File: config.mk
export PLATFORM = sky130hd
export DESIGN_NAME = seg_display_scheduler
export DESIGN_NICKNAME = d
export VERILOG_FILES = /design/src/rtl/seg_display_scheduler.sv
export SDC_FILE = /design/constraint.sdc
export NUM_CORES = 1
export LEC_CHECK = 0
export BUFFER_PORTS_ARGS = -buffer_cell sky130_fd_sc_hd__buf_4
export CORE_ASPECT_RATIO = 0.5
export CORE_UTILIZATION = 54
export CTS_BUF_LIST = sky130_fd_sc_hd__clkbuf_4 sky130_fd_sc_hd__clkbuf_8
export CTS_CLUSTER_DIAMETER = 60
export DETAILED_ROUTE_END_ITERATION = 6
export GPL_ROUTABILITY_DRIVEN = 0
export PLACE_DENSITY = 0.76
export SLEW_MARGIN = 0
export SYNTH_ARGS = -nofsm -noshare
export SYNTH_HDL_FRONTEND = slang
export SYNTH_SLANG_ARGS = --single-unit
File: constraint.sdc
create_clock -name clk -period 2.5 [get_ports clk]
set_input_delay 0.25 -clock clk [delete_from_list [all_inputs] [get_ports clk]]
set_output_delay 0.25 -clock clk [all_outputs]
set_load 0.02 [all_outputs]
File: src/rtl/seg_display_scheduler.sv
// seg_display_scheduler
//   Shares one 4-digit seven-segment display between three producers
//   (ultrasonic distance, motor speed, LFSR debug value). Requests are
//   latched into pending bits and shadow registers. The display is granted
//   round-robin, and each grant is held for a minimum time. The granted value
//   is converted to BCD one bit per clock (shift-add-3), and the result drives
//   the multiplexed AN/seg scan.
//
// Ports
//   clk         system clock
//   rst         synchronous reset, active-low
//   req_dist    1-cycle pulse, samples distance[19:0]
//   req_speed   1-cycle pulse, samples speed[1:0]
//   req_lfsr    1-cycle pulse, samples lfsr[3:0]
//   seg[6:0]    active-low segments, gfedcba (registered)
//   AN[3:0]     active-low digit enables (registered)
//   grant[2:0]  one-hot 1-cycle grant pulse: bit0 dist, bit1 speed, bit2 lfsr
//   active_src  source on display: 0 none, 1 dist, 2 speed, 3 lfsr
//   busy        high while converting
module seg_display_scheduler #(
  parameter int unsigned SCAN_BITS   = 17,
  parameter int unsigned HOLD_CYCLES = 50000000,
  parameter int unsigned HOLD_W      = 26
) (
  input  logic        clk,
  input  logic        rst,
  input  logic        req_dist,
  input  logic [19:0] distance,
  input  logic        req_speed,
  input  logic [1:0]  speed,
  input  logic        req_lfsr,
  input  logic [3:0]  lfsr,
  output logic [6:0]  seg,
  output logic [3:0]  AN,
  output logic [2:0]  grant,
  output logic [1:0]  active_src,
  output logic        busy
);

  typedef enum logic [1:0] {
    S_IDLE,
    S_CONVERT,
    S_SHOW
  } state_t;

  localparam logic [HOLD_W-1:0] HOLD_LAST = HOLD_W'(HOLD_CYCLES - 1);
  localparam logic [1:0]        SRC_NONE  = 2'd0;
  localparam logic [1:0]        SRC_SPEED = 2'd2;
  localparam logic [1:0]        SRC_LFSR  = 2'd3;

  state_t state, state_nx;

  // Request capture
  logic [2:0]  pending;
  logic [19:0] sh_dist;
  logic [1:0]  sh_speed;
  logic [3:0]  sh_lfsr;

  // Arbitration. last_idx is the index of the last winner (0 dist, 1 speed,
  // 2 lfsr). Its reset value is lfsr, so the first search starts at dist.
  logic [1:0]  last_idx;
  logic [1:0]  arb_idx;
  logic        arb_fire;

  // Hold timer
  logic [HOLD_W-1:0] hold_cnt;
  logic              hold_done;

  // Conversion
  logic [1:0]  conv_src;
  logic [13:0] conv_op;
  logic [15:0] conv_bcd;
  logic [3:0]  conv_iter;
  logic        conv_last;
  logic [15:0] bcd_shift;
  logic [15:0] conv_result;
  logic [13:0] dist_clamped;

  // Display
  logic [15:0] disp_digits, disp_digits_nx;
  logic [1:0]  disp_src, disp_src_nx;
  logic [SCAN_BITS-1:0] scan_cnt, scan_nx;
  logic [1:0]  sel_nx;
  logic [3:0]  digit_nx;
  logic        blank_nx;
  logic [3:0]  an_nx;
  logic [6:0]  seg_nx;

  function automatic logic [6:0] seg_of(input logic [3:0] d);
    logic [6:0] s;
    case (d)
      4'd0:    s = 7'b1000000;
      4'd1:    s = 7'b1111001;
      4'd2:    s = 7'b0100100;
      4'd3:    s = 7'b0110000;
      4'd4:    s = 7'b0011001;
      4'd5:    s = 7'b0010010;
      4'd6:    s = 7'b0000010;
      4'd7:    s = 7'b1111000;
      4'd8:    s = 7'b0000000;
      4'd9:    s = 7'b0010000;
      default: s = 7'b1111111;
    endcase
    return s;
  endfunction

  // ---------------------------------------------------------------- arbiter
  always_comb begin
    arb_idx = 2'd0;
    case (last_idx)
      2'd0: begin
        if (pending[1])      arb_idx = 2'd1;
        else if (pending[2]) arb_idx = 2'd2;
        else                 arb_idx = 2'd0;
      end
      2'd1: begin
        if (pending[2])      arb_idx = 2'd2;
        else if (pending[0]) arb_idx = 2'd0;
        else                 arb_idx = 2'd1;
      end
      default: begin
        if (pending[0])      arb_idx = 2'd0;
        else if (pending[1]) arb_idx = 2'd1;
        else                 arb_idx = 2'd2;
      end
    endcase
  end

  assign hold_done = (hold_cnt == HOLD_LAST);
  assign arb_fire  = (|pending) &&
                     ((state == S_IDLE) || ((state == S_SHOW) && hold_done));
  assign grant     = arb_fire ? (3'b001 << arb_idx) : 3'b000;
  assign busy      = (state == S_CONVERT);

  assign dist_clamped = (sh_dist > 20'd9999) ? 14'd9999 : sh_dist[13:0];

  // ---------------------------------------------------------- double dabble
  // The top nibble keeps only 3 bits after adjust, because its MSB is shifted
  // out. For operands up to 9999 that nibble never needs the carry.
  always_comb begin
    logic [11:0] adj_lo;
    logic [2:0]  adj_top;
    adj_lo = conv_bcd[11:0];
    for (int unsigned d = 0; d < 3; d++) begin
      if (conv_bcd[4*d +: 4] >= 4'd5)
        adj_lo[4*d +: 4] = conv_bcd[4*d +: 4] + 4'd3;
    end
    adj_top   = conv_bcd[14:12] + ((conv_bcd[15:12] >= 4'd5) ? 3'd3 : 3'd0);
    bcd_shift = {adj_top, adj_lo, conv_op[13]};
  end

  assign conv_last = (state == S_CONVERT) &&
                     ((conv_src == SRC_LFSR) || (conv_iter == 4'd13));

  assign conv_result = (conv_src == SRC_LFSR)
                     ? {3'b000, conv_op[3], 3'b000, conv_op[2],
                        3'b000, conv_op[1], 3'b000, conv_op[0]}
                     : bcd_shift;

  // --------------------------------------------------------- next-state FSM
  always_comb begin
    state_nx = state;
    case (state)
      S_IDLE:    if (arb_fire)  state_nx = S_CONVERT;
      S_CONVERT: if (conv_last) state_nx = S_SHOW;
      S_SHOW:    if (arb_fire)  state_nx = S_CONVERT;
      default:   state_nx = S_IDLE;
    endcase
  end

  // ----------------------------------------------------------- display path
  // seg/AN are computed from the values that the digit registers and the scan
  // counter take on this edge. A finished conversion is therefore visible on
  // the same edge that commits it.
  always_comb begin
    disp_digits_nx = conv_last ? conv_result : disp_digits;
    disp_src_nx    = conv_last ? conv_src    : disp_src;
    scan_nx        = scan_cnt + 1'b1;
    sel_nx         = scan_nx[SCAN_BITS-1 -: 2];
    digit_nx       = disp_digits_nx[{sel_nx, 2'b00} +: 4];
    blank_nx       = (disp_src_nx == SRC_NONE) ||
                     ((disp_src_nx == SRC_SPEED) && (sel_nx != 2'd0));
    an_nx          = (disp_src_nx == SRC_NONE) ? 4'b1111 : ~(4'b0001 << sel_nx);
    seg_nx         = blank_nx ? 7'b1111111 : seg_of(digit_nx);
  end

  // ------------------------------------------------------------- registers
  always_ff @(posedge clk) begin
    if (!rst) begin
      state       <= S_IDLE;
      pending     <= '0;
      sh_dist     <= '0;
      sh_speed    <= '0;
      sh_lfsr     <= '0;
      last_idx    <= 2'd2;
      hold_cnt    <= '0;
      conv_src    <= '0;
      conv_op     <= '0;
      conv_bcd    <= '0;
      conv_iter   <= '0;
      disp_digits <= '0;
      disp_src    <= '0;
      scan_cnt    <= '0;
      AN          <= '1;
      seg         <= '1;
    end else begin
      state    <= state_nx;
      scan_cnt <= scan_nx;

      // A request in the same cycle as its own grant keeps the bit set.
      // The grant has already used the pre-edge shadow.
      pending <= (pending & ~grant) | {req_lfsr, req_speed, req_dist};
      if (req_dist)  sh_dist  <= distance;
      if (req_speed) sh_speed <= speed;
      if (req_lfsr)  sh_lfsr  <= lfsr;

      if (arb_fire) begin
        last_idx  <= arb_idx;
        conv_src  <= 2'(arb_idx + 2'd1);
        conv_iter <= '0;
        conv_bcd  <= '0;
        case (arb_idx)
          2'd0:    conv_op <= dist_clamped;
          2'd1:    conv_op <= {12'd0, sh_speed};
          default: conv_op <= {10'd0, sh_lfsr};
        endcase
      end else if (state == S_CONVERT) begin
        conv_iter <= conv_iter + 4'd1;
        conv_bcd  <= bcd_shift;
        conv_op   <= {conv_op[12:0], 1'b0};
      end

      if (conv_last)
        hold_cnt <= '0;
      else if ((state == S_SHOW) && !hold_done)
        hold_cnt <= hold_cnt + HOLD_W'(1);

      disp_digits <= disp_digits_nx;
      disp_src    <= disp_src_nx;
      AN          <= an_nx;
      seg         <= seg_nx;
    end
  end

  assign active_src = disp_src;

endmodule

==> run_results.csv, run 1 <==
group,metric,value,unit
layout,layout.nets,952,
worst_hold_path,worstHoldPathType,"input port to flop",
clock_tree,cts_buffers,17,
drt,drt-total-wl,16100,µm
layout,fin_cells,1073,
critical_path,start_kind,"flop",
clock_tree,clockBufferDepth,2,
critical_path,critical_path_buf_inv_count,6,
synth,synth_enable_flop_cells,0,
power,power.leakage,0.00356,µW
synth,async_flop_share,0,
layout,area_delta_synth_final,30.3,%
sta,fin_skew,0.0177,ns
die,initial_utilization,0.573,
sta,maxSlewViolCount,0,
placed_design,dp.cells,1014,
sta,slew_headroom,0.611,
drt,drtAntennaViolNets,0,
global_routing,grtUsageTotal,0.261,
die,core_area,11400,µm²
critical_path,arrival,3.25,ns
clock_tree,clock_latency,0.46,ns
synth,avgSynthCellArea,8.52,µm²
global_routing,grt_overflow_total,0,
clock_tree,cts.sinks,141,
die,io-pin-count,48,
die,die_w,157,µm
critical_path,slowest_delay,0.50,ns
synth,ys_types,61,
placed_design,dp_hpwl,10600,µm
die,dieArea,12500,µm²
synth,yosysSeqAreaShare,0.433,
drt,drc,0,
critical_path,worstPathMaxFanout,5,
layout,multi_input_area,3720,µm²
critical_path,crit_top_cell,"buf_4",
clock_tree,clk_pin_slew,0.10,ns
sta,fin_ws,-0.398,ns
drt,drt-initial-drc-count,514,
sta,final-hold-violation-count,0,
power,p_per_area,605,nW/µm²
clock_tree,htreeDepth,4,
sta,worst_pin_slew,0.579,ns
critical_path,path_delay_family,"simple AND/OR/NAND/NOR gates",
layout,seqCellArea,2830,µm²
drt,wl_per_cell,15.0,µm
critical_path,worst_setup_path_end_kind,"flop",
synth,yosys_most_used_dff,"dfxtp_1",
outcome,violations,"setup timing",
placed_design,placedInstanceArea,7560,µm²
global_routing,grt_pass1_wl,25600,µm
die,row_count,27,
placed_design,port_buffers,47,
drt,avgViaCountPerCell,5.53,
synth,synth_fp_nets,817,
drt,dr_total_vias,5929,
sta,fmax,345,MHz
clock_tree,tritoncts,"built",
clock_tree,cts-hold-fix-buffers,0,
sta,fin_crit_sh,1.16,
critical_path,cp_slowest_cell,"or4b_1",
die,die_y,79.7,µm
global_routing,grt_pass1_vias,5574,
critical_path,crit_chain,"or4b_1 > or4_4 > nor4_4 > buf_4 > nor2b_4 > nor3_4 > nand2_1 > buf_4 > buf_4 > buf_4 > buf_4 > buf_4 > a21oi_1 > nor2_1",
outcome,status,"complete, but fails checks",
synth,netlist_area,6520,µm²
sta,rsz0062_at_grt,"true",
layout,stdcell_area,8500,µm²
global_routing,antenna_found_initial,0,
sta,setup_viol,13,
critical_path,crit_type,"flop to flop",
synth,netlist_instances,766,
layout,diodes,0,
synth,yosys_warnings,0,
critical_path,worstPathRequired,2.86,ns
sta,period_needed,2.90,ns
layout,drive_gt1_frac,0.271,
sta,finalSetupTns,-2.08,ns
drt,first_pass_iters,5,
flow_run,drv_cap,0,
power,ir_worst_vdd,0.000446,V
synth,ys_seq_elements,141,
global_routing,grt_max_degree,34,
layout,fill_cells,810,
clock_tree,cts_root_buffer,"clkbuf_8",
-- cells in the final DEF, fill, tap and decap left out, types with 5 or more instances in the layout --
| master | count |
|---|---|
| clkbuf_8 | 17 |
| dfxtp_1 | 137 |
| mux2i_1 | 35 |
| a211oi_1 | 15 |
| o21ai_0 | 41 |
| o211a_1 | 5 |
| nand3_1 | 15 |
| xnor2_1 | 15 |
| nand2b_1 | 6 |
| buf_4 | 141 |
| a21oi_1 | 27 |
| nand2_1 | 75 |
| ha_1 | 15 |
| inv_6 | 7 |
| buf_6 | 8 |
| nor2_1 | 118 |
| or3_1 | 6 |
| xor2_1 | 22 |
| nand4_1 | 10 |
| and2_1 | 16 |
| nor3_1 | 14 |
| o2bb2ai_1 | 6 |
| a21oi_2 | 6 |
| and3_1 | 14 |
| inv_1 | 32 |
| a31oi_1 | 7 |
-- where the power goes --
part	total (µW)	switching (µW)	leakage [µW]	internal [µW]
clock	1840	1000	0.000193	835
combinational	872	468	0.00222	404
sequential	2430	81.3	0.00115	2350
-- path summary, 6_finish.rpt --
| kind | from | to | slack, ns | cells past startpoint |
|---|---|---|---|---|
| setup / recovery | hold_cnt[11] | pending[0] | -0.40 | 14 |
| hold / removal | distance[6] | sh_dist[6] | 0.02 | 3 |
| setup reg to reg | hold_cnt[11] | pending[0] | -0.40 | 14 |
| hold reg to reg | conv_bcd[13] | conv_bcd[13] | 0.48 | 2 |
-- cells by family after synthesis --
| family | Yosys count | share of synthesized area |
|---|---|---|
| AND/OR/NAND/NOR | 310 | 0.227 |
| AO/OA/AOI/OAI | 144 | 0.143 |
| flip-flops | 141 | 0.433 |
| buffers and inverters | 72 | 0.0437 |
| XOR/XNOR | 41 | 0.0551 |
| multiplexers | 38 | 0.0587 |
| adder cells (fa/ha/maj) | 20 | 0.0395 |
-- worst register-to-register path: cells and delay by family (launching register included) --
kind	cells	cell delay (ns)
simple gates	7	1.53
buf+inv	6	0.83
flops	1	0.32
compound gates	1	0.14
-- layout make-up --
class	count	area share
Clock inverter	14	0.0172
Multi-Input combinational cell	553	0.438
Sequential cell	141	0.333
Timing Repair Buffer	153	0.145
Tap cell	159	0.0234
Inverter	35	0.0155
Clock buffer	18	0.0284
-- registers in the layout (all words and copies together), names as in the netlist --
name,count
conv_bcd,16
state,2
last_idx,2
sh_speed,2
active_src,2
conv_src,2
conv_op,14
scan_cnt,17
hold_cnt,26
conv_iter,4
AN,4
disp_digits,16
pending,3
sh_dist,20
sh_lfsr,4
seg,7
-- what timing repair did --
item | 4_1_cts | 5_1_grt
setup endpoints to repair | 50 | 51
gates resized for setup | 27 | 47
gates cloned | 0 | 1
pin swaps | 13 | 14
buffers inserted | 19 | 8
-- layer usage --
layer | GRT usage | part of all wire | routed length [µm]
met5 | 0 | 0 | 0
met4 | 0.0971 | 0.015 | 241
met3 | 0.0619 | 0.055 | 886
met2 | 0.444 | 0.48 | 7830
met1 | 0.323 | 0.45 | 7190
-- cell usage after synthesis (all sizes together) (8+ instances only) --
master,number,area share
a211oi,17,0.021
a21oi,34,0.026
a31oi,8,0.0077
and2,16,0.015
and3,15,0.014
buf,8,0.0069
clkbuf,29,0.017
dfxtp,141,0.43
ha,19,0.036
inv,35,0.020
mux2i,36,0.055
nand2,78,0.045
nand3,17,0.013
nand4,10,0.0096
nor2,122,0.071
nor3,17,0.016
o21ai,44,0.034
xnor2,17,0.023
xor2,24,0.032
-- through the flow --
stage / hold slack, ns / utilization / setup slack [ns] / power (µW)
after global placement: 0.456 / 0.664 / -0.0951 / 3140
after CTS: 0.00840 / 0.723 / -0.468 / 5030
after global routing: 0.0103 / 0.746 / -0.563 / 5360
after detailed placement: 0.465 / 0.664 / -0.167 / 3160
final: 0.0228 / 0.746 / -0.398 / 5140
after floorplan: 0.367 / - / -0.0113 / 2900
No activity file was read; power rests on OpenSTA's default activity.
==> run 2: changes to the inputs <==
- MAX_ROUTING_LAYER: unset -> met4
==> run_results.csv, run 2 (synthesis gave the netlist of run 1 again) <==
group,metric,value,unit
clock_tree,htreeDepth,4,
clock_tree,clk_pin_slew,0.09,ns
power,switchingPower,1530,µW
placed_design,dp_hpwl,10600,µm
clock_tree,clockBufferDepth,2,
sta,period_needed,2.91,ns
die,die_w,157,µm
die,die_y,79.7,µm
die,initial_utilization,0.573,
outcome,status,"complete, but fails checks",
sta,finalSetupTns,-2.18,ns
placed_design,placedInstanceArea,7560,µm²
critical_path,r2r-start,"hold_cnt[11]",
global_routing,antenna_found_initial,0,
power,ir_worst_vdd,0.000391,V
critical_path,worst_setup_path_end_kind,"output pin",
clock_tree,clock_latency,0.45,ns
sta,fin_skew,0.0177,ns
critical_path,start_kind,"flop",
sta,worst_pin_slew,0.538,ns
layout,largest_reg_flops,26,
sta,fmax,344,MHz
clock_tree,cts_buffers,17,
placed_design,port_buffers,47,
worst_hold_path,worstHoldPathType,"input port to flop",
power,p_int,3570,µW
drt,avgViaCountPerCell,5.46,
critical_path,crit_type,"flop to output pin",
die,io-pin-count,48,
flow_run,drv_cap,0,
layout,diodes,0,
layout,top_regs,"hold_cnt x26, sh_dist x20, scan_cnt x17",
global_routing,grt_pass1_vias,5575,
clock_tree,cts.sinks,141,
layout,drive_gt1_frac,0.267,
outcome,violations,"setup timing",
critical_path,crit_path_start,"hold_cnt[11]",
drt,drtAntennaViolNets,0,
worst_hold_path,min_from,"distance[6]",
die,row_count,27,
critical_path,worstPathRequired,2.25,ns
power,power_frac_seq,0.477,
sta,maxSlewViolCount,0,
power,p_per_area,603,nW/µm²
critical_path,reg2reg_slack,-0.41,ns
critical_path,arrival,2.66,ns
placed_design,dp_slack,-0.167,ns
layout,layout.nets,948,
power,pwr-share-clk,0.358,
power,swShare,0.300,
die,dieArea,12500,µm²
sta,rsz0062_at_grt,"true",
power,total_power,5100,µW
layout,fin_cells,1069,
drt,dr_total_vias,5842,
drt,first_pass_iters,5,
sta,final-hold-violation-count,0,
die,core_area,11400,µm²
critical_path,crit_chain,"or4b_1 > or4_4 > nor4_4 > buf_4 > nor2b_4 > nor3_4 > nand2_1 > inv_1 > buf_6",
critical_path,cp_slowest_cell,"or4b_1",
critical_path,slowest_delay,0.50,ns
global_routing,grt_overflow_total,0,
drt,drt-total-wl,15900,µm
critical_path,worstPathMaxFanout,5,
layout,final_common_cell,"buf_4",
global_routing,grtUsageTotal,0.268,
sta,fin_ws,-0.405,ns
clock_tree,tritoncts,"built",
layout,final_cell_mix,"139 x buf_4, 137 x dfxtp_1, 118 x nor2_1",
layout,stdcell_area,8460,µm²
clock_tree,cts_root_buffer,"clkbuf_8",
global_routing,grt_pass1_wl,25600,µm
clock_tree,cts-hold-fix-buffers,0,
drt,wl_per_cell,14.9,µm
power,power.leakage,0.00354,µW
drt,drc,0,
power,power_frac_comb,0.165,
sta,setup_viol,16,
placed_design,dp.cells,1014,
layout,top_register,"hold_cnt",
sta,slew_headroom,0.638,
global_routing,grt_max_degree,34,
drt,drt-initial-drc-count,413,
sta,fin_crit_sh,1.16,
layout,area_delta_synth_final,29.7,%
==> run 2: metrics by stage <==
stage,util,hold WS (ns)
3_5_place_dp,0.664,0.465
2_1_floorplan,-,0.367
3_3_place_gp,0.664,0.456
4_1_cts,0.723,0.00840
5_1_grt,0.743,0.0127
6_report,0.743,0.0230
==> run 2: worst max-delay path, delay by kind of cell, from the launching register on <==
family | cells | cell delay [ns]
AND/OR/NAND/NOR | 6 | 1.49
buffers and inverters | 3 | 0.41
flip-flops | 1 | 0.32
==> run 2: area by class of cell <==
class                      instances  area, µm²
inverter                          35        131
clock buffer                      18        241
multi-input combinational        553       3720
sequential                       141       2830
clock inverter                    14        146
fill                             824       2930
timing repair buffer             149       1190
tap                              159        199
==> run 2: power groups by stage <==
stage | Sequential [µW] | Clock (µW) | Combinational [µW]
6_report | 2430 | 1830 | 841
5_1_grt | 2440 | 1960 | 917
2_1_floorplan | 2460 | 0 | 439
4_1_cts | 2420 | 1850 | 760
3_3_place_gp | 2470 | 0 | 674
3_5_place_dp | 2470 | 0 | 693
==> run 2: worst paths after layout <==
kind                   to  cells past startpoint
max reg2reg    pending[0]                     14
min reg2reg  conv_bcd[13]                      2
min            sh_dist[6]                      3
max              grant[0]                      9
==> run 2: what timing repair did <==
item,in CTS,in global routing
cloned,0,1
resized for setup,27,42
setup buffers,19,4
endpoints found under the setup margin,50,51
pin swaps,13,14
==> run 2: per-layer routing <==
metal,wire length [µm],vias up,GRT usage,part of all wire
li1,-,2904,-,-
met1,7250,2773,0.323,0.46
met2,7750,139,0.444,0.49
met3,643,26,0.0613,0.041
met4,231,0,0.0971,0.015
met5,0,-,-,0
